`config.mk`:
```
export PLATFORM = sky130hd
export DESIGN_NAME = down_counter_timer
export DESIGN_NICKNAME = d
export VERILOG_FILES = /design/src/rtl/down_counter_timer_pkg.sv /design/src/rtl/down_counter_timer_decrementer.sv /design/src/rtl/down_counter_timer.sv
export SDC_FILE = /design/constraint.sdc
export NUM_CORES = 1
export LEC_CHECK = 0
export CAP_MARGIN = 10
export CORE_UTILIZATION = 51
export DETAILED_ROUTE_END_ITERATION = 12
export PLACE_DENSITY_LB_ADDON = 0.2
export SETUP_SLACK_MARGIN = 0.5
export SLEW_MARGIN = 5
export SYNTH_ARGS = -nofsm -noshare
export SYNTH_HDL_FRONTEND = slang
export SYNTH_SLANG_ARGS = --single-unit
```
`constraint.sdc`:
```
create_clock -name Clk -period 2.65 [get_ports Clk]
set_input_delay 0.3975 -clock Clk [delete_from_list [all_inputs] [get_ports Clk]]
set_output_delay 0.3975 -clock Clk [all_outputs]
set_load 0.01 [all_outputs]
```
`src/rtl/down_counter_timer_pkg.sv`:
```
// Shared state encoding and sizing helpers for the countdown timer.
// No logic; constants only.
// No flow control.
package down_counter_timer_pkg;

    typedef enum logic [1:0] {
        IDLE  = 2'b00,
        RUN   = 2'b01,
        PAUSE = 2'b10
    } state_t;

    // Prescaler register width; a divide-by-1 still needs one bit to exist.
    function automatic int presc_width(input int presc);
        return (presc > 1) ? $clog2(presc) : 1;
    endfunction

endpackage

```
`src/rtl/down_counter_timer_decrementer.sv`:
```
// Ripple decrementer built from half-subtractor cells.
// Combinational, zero latency.
// No flow control.
module half_subtractor (
    input  logic A,
    input  logic B,
    output logic D,
    output logic Bo
);
    assign D  = A ^ B;
    assign Bo = ~A & B;
endmodule

module n_bit_decrementer #(
    parameter int WIDTH = 8
) (
    output logic [WIDTH-1:0] Diff,
    output logic             BorrowOut,
    input  logic [WIDTH-1:0] Count,
    input  logic             En
);
    logic [WIDTH:0] borrow;

    // En acts as the borrow-in, so En=0 passes Count through unchanged.
    assign borrow[0] = En;

    genvar i;
    generate
        for (i = 0; i < WIDTH; i++) begin : g_cell
            half_subtractor u_hs (
                .A  (Count[i]),
                .B  (borrow[i]),
                .D  (Diff[i]),
                .Bo (borrow[i+1])
            );
        end
    endgenerate

    assign BorrowOut = borrow[WIDTH];
endmodule

```
`src/rtl/down_counter_timer.sv`:
```
// Loadable prescaled countdown timer with pause/resume and auto-reload.
// Count/Done registered; Done pulses the cycle after the terminal tick.
// No backpressure; Load > Stop > Start > tick priority each edge.
module down_counter_timer
    import down_counter_timer_pkg::*;
#(
    parameter int WIDTH    = 8,
    parameter int PRESCALE = 4
) (
    input  logic             Clk,
    input  logic             Rst_n,
    input  logic             Load,
    input  logic [WIDTH-1:0] LoadVal,
    input  logic             Start,
    input  logic             Stop,
    input  logic             AutoReload,
    output logic [WIDTH-1:0] Count,
    output logic             Done,
    output logic             Busy
);
    localparam int            PW       = presc_width(PRESCALE);
    localparam logic [PW-1:0] PRE_LAST = PW'(PRESCALE - 1);

    state_t           state;
    logic [WIDTH-1:0] reload;
    logic [PW-1:0]    pre;
    logic [WIDTH-1:0] dec_diff;
    logic             dec_borrow;
    logic             tick;
    logic             last;

    n_bit_decrementer #(.WIDTH(WIDTH)) u_dec (
        .Diff      (dec_diff),
        .BorrowOut (dec_borrow),
        .Count     (Count),
        .En        (1'b1)
    );

    assign tick = (pre == PRE_LAST);
    assign last = (Count == WIDTH'(1));
    assign Busy = (state != IDLE);

    always_ff @(posedge Clk or negedge Rst_n) begin
        if (!Rst_n) begin
            Count  <= '0;
            reload <= '0;
            pre    <= '0;
            Done   <= 1'b0;
            state  <= IDLE;
        end else begin
            Done <= 1'b0;
            if (Load) begin
                Count  <= LoadVal;
                reload <= LoadVal;
                pre    <= '0;
                state  <= IDLE;
            end else if (Stop && state != IDLE) begin
                state <= PAUSE;
            end else if (Start && state == IDLE) begin
                if (Count != '0) begin
                    state <= RUN;
                    pre   <= '0;
                end
            end else if (Start && state == PAUSE) begin
                state <= RUN;
            end else if (state == RUN) begin
                if (tick) begin
                    pre <= '0;
                    if (last) begin
                        Done <= 1'b1;
                        // reload is never zero here: a zero count cannot be started.
                        if (AutoReload) begin
                            Count <= reload;
                        end else begin
                            Count <= '0;
                            state <= IDLE;
                        end
                    end else begin
                        Count <= dec_diff;
                    end
                end else begin
                    pre <= pre + PW'(1);
                end
            end
        end
    end

    // A running count is never zero, so the decrementer must never borrow out.
    assert property (@(posedge Clk) disable iff (!Rst_n)
        (state == RUN && tick && !Load && !Stop) |-> !dec_borrow);

endmodule
```
==> impl_results.md <==
* # hold bufs at CTS at 0
* Clock slew at reported path FFs at 130 ps
* Vias in the first global route at 908
* Die W at ~52 um
* Crit. End Element: flip-flop
* Net Sw Frac at 0.2993
* Final hold viol count at 0
* Total power at about 0.73 mW
* Unrepaired setup endpoints after global routing: no
* Critical-path top delay cell: dfrtp_1
* Global route overflow at 0
* Sequential area share after synthesis at 0.4058
* Clock Skews at around 9.1 ps
* GP Congestion at around 0.8
* Slew @ Worst Pin at 675.8 ps
* Final setup TNS at 0 ps
* DP HPWL at about 1800 um
* Largest net degree at the start of global routing at 22
* Fin crit period at approximately 2100 ps
* TritonCTS Buffers at 3
* Primary FF master, synth: dfrtp_1
* Maximum clock insertion buffer count at 2
* Area of the mapped netlist at ~1300 um^2
* Commonest cells in the netlist: dfrtp_1, inv_1, nand2_1, buf_4
* Reg power frac at 0.514
* Vias per cell at 5.680
* PD cells at 463.8 nW/um^2
* DR DRC count at 0
* Final Setup Violations at 0
* Io pins at 24
* # diodes at 0
* WP data required at roughly 2800 ps
* First-pass GRT wire length at ~4200 um
* CP Class: reg -> reg
* Pleak at 0.7589 nW
* Startpoint types: flip-flop
* Antenna-violating nets left at 0
* Clk sink count at 21
* P&R area growth vs syn at 21.16%
* Hold crit path type: in -> async
* Initial core utilization at 0.5637
* Ranking of synthesized cells by area: dfrtp_1, ha_1, mux2i_1
* CTS tree: built
* Synth top area share at 0.4058
* Final Max Tran Viols at 0
* CP max stage delay at ~380 ps
* Max IR drop VDD at slightly above 300 uV
* Vias at between 900 and 1,000
* Distinct cells, synth at 28
* Die Y at between 50 and 60 um
* Synth async-reset ratio at 1.000
* Final wirelength at about 2800 um
* Worst-path maximum fanout at 3
* WL/cell at between 15 and 20 um
* Pre-CTS WS at between 300 and 400 ps
* H-tree depth at 1
* Setup slack after layout at just over 500 ps
* Post-synth EDFFs at 0
* Most frequent cell after synthesis: dfrtp_1
* Synthesized Nets at approximately 150
* Most common cell on crit path: ha_2
* 1st-iter DRT viols at 30
* Core area at 2297 um^2
* Comb power frac at 0.263
* Placed Cells at 162
* YS warnings at 0
* Internal at 0.5099 mW
* Initial antenna violation count at 0
* Net Sw Power at around 0.22 mW
* Synthesized instance count at roughly 120
* Fmax at approximately 470 MHz
* Clock power share at 0.223
* Crit-path cells: inv_1, ha_4, ha_2, ha_1, ha_2, ha_2, ha_4, xnor2_2, nor2_1, mux2i_1, a22oi_1
* Gr usage total at 0.2145
* Die area at between 2000 and 3000 um^2
* Layout cells sized above 1 at 0.1986
* Fin Hold WS at between 400 and 500 ps
* Post-layout net count at ~160
* Post-route clock period utilization at 0.8085
* Worst-skew pair later-pin latency at 310 ps
* Detailed Routing Iterations Pass 1 at 4
* Port Buf Inserts at 23
* Number of max-cap violations at 0
* Crit path arrival time at between 2000 and 2500 ps
* Rows at 17
* Area leader, netlist: dfrtp_1
* Final Non-Filler Cells at 169
* #FFs+latches synth at 21
* Outcome: completed
* Clock root cell: clkbuf_4
* Rel. slew slack at 0.5482
* Avg Cell Area, Syn at between 10 and 15 um^2
-- cell families (layout without fill, tap and decap cells) --
logic type / Yosys count / in the layout / synth area share
and+or+nand+nor: 28 / 28 / 0.1343
xor gates and xnor gates: 1 / 1 / 0.006765
buffers and inverters: 24 / 42 / 0.1034
AOI/OAI and AO/OA: 26 / 26 / 0.1498
adders and majority gates: 8 / 8 / 0.07730
muxes: 15 / 15 / 0.1227
DFF: 21 / 21 / 0.4058
-- registers in the layout (all words and copies together) (netlist names) --
register	count
Count	8
pre	2
reload	8
state	2
Done	1
-- critical path, delay by kind of cell (launching register included) --
| family | cells | cell delay [ps] |
|---|---|---|
| AOI/OAI and AO/OA | 1 | 100 |
| xor gates and xnor gates | 1 | 170 |
| adders and majority gates | 6 | 1080 |
| buffers and inverters | 1 | 80 |
| DFF | 1 | 380 |
| muxes | 1 | 140 |
| and+or+nand+nor | 1 | 60 |
-- per-stage QoR --
step	area, um^2	util
4_1_cts	1534	0.6678
3_5_place_dp	1479	0.6438
6_report	1569	0.6830
3_3_place_gp	1479	0.6438
2_1_floorplan	1295	-
5_1_grt	1569	0.6830
-- placed cells by master (no fill, tap or decap), types with 3 or more instances in the layout --
cell type and n:
clkdlybuf4s50_1 23, dfrtp_1 21, nand2_1 10, inv_1 9, mux2i_1 8, a22o_1 7
a21o_1 7, mux2_2 7, nor2_1 6, buf_4 5, nand3_1 4, a21oi_1 4
a22oi_1 3, ha_1 3, ha_2 3, clkbuf_4 3
-- area by class of cell --
cell class              count  area, um^2
well taps                  28       35.03
multi-input cells          78       675.6
repair buffers             28       267.8
clock buffers               3       22.52
fillers                   185       728.2
inverters                  10       37.54
clock inverters             1       5.005
flip-flops and latches     21       525.5
-- repair_timing --
item,in CTS,in global routing
resized for setup,3,6
buffers inserted,2,1
hold endpoints to repair,0,0
setup endpoints to repair,2,2
pin swaps,2,5
-- layer usage --
layer | routed length [um] | global-route usage
met4 | 22 | 0.08772
met3 | 112 | 0.03188
met2 | 1377 | 0.3629
met1 | 1242 | 0.2699
met5 | 0 | 0
-- final timing paths --
check	startpoint	depth (start not counted)	endpoint	slack [ps]
max	Count[0]$_DFFE_PN0P_	11	Count[7]$_DFFE_PN0P_	510
min	Rst_n	2	reload[1]$_DFFE_PN0P_	410
max reg2reg	Count[0]$_DFFE_PN0P_	11	Count[7]$_DFFE_PN0P_	510
min reg2reg	reload[6]$_DFFE_PN0P_	1	reload[6]$_DFFE_PN0P_	530
max in group asynchronous	Rst_n	2	Done$_DFF_PN0_	2010
min in group Clk	reload[6]$_DFFE_PN0P_	1	reload[6]$_DFFE_PN0P_	530
-- power by group through the flow --
stage	Clock (mW)	Sequential [mW]	Combinational (mW)
2_1_floorplan	0	0.371	0.117
3_3_place_gp	0	0.378	0.167
3_5_place_dp	0	0.380	0.171
4_1_cts	0.166	0.373	0.181
5_1_grt	0.182	0.377	0.211
6_report	0.163	0.374	0.191
Power figures use the tool's default switching activity.
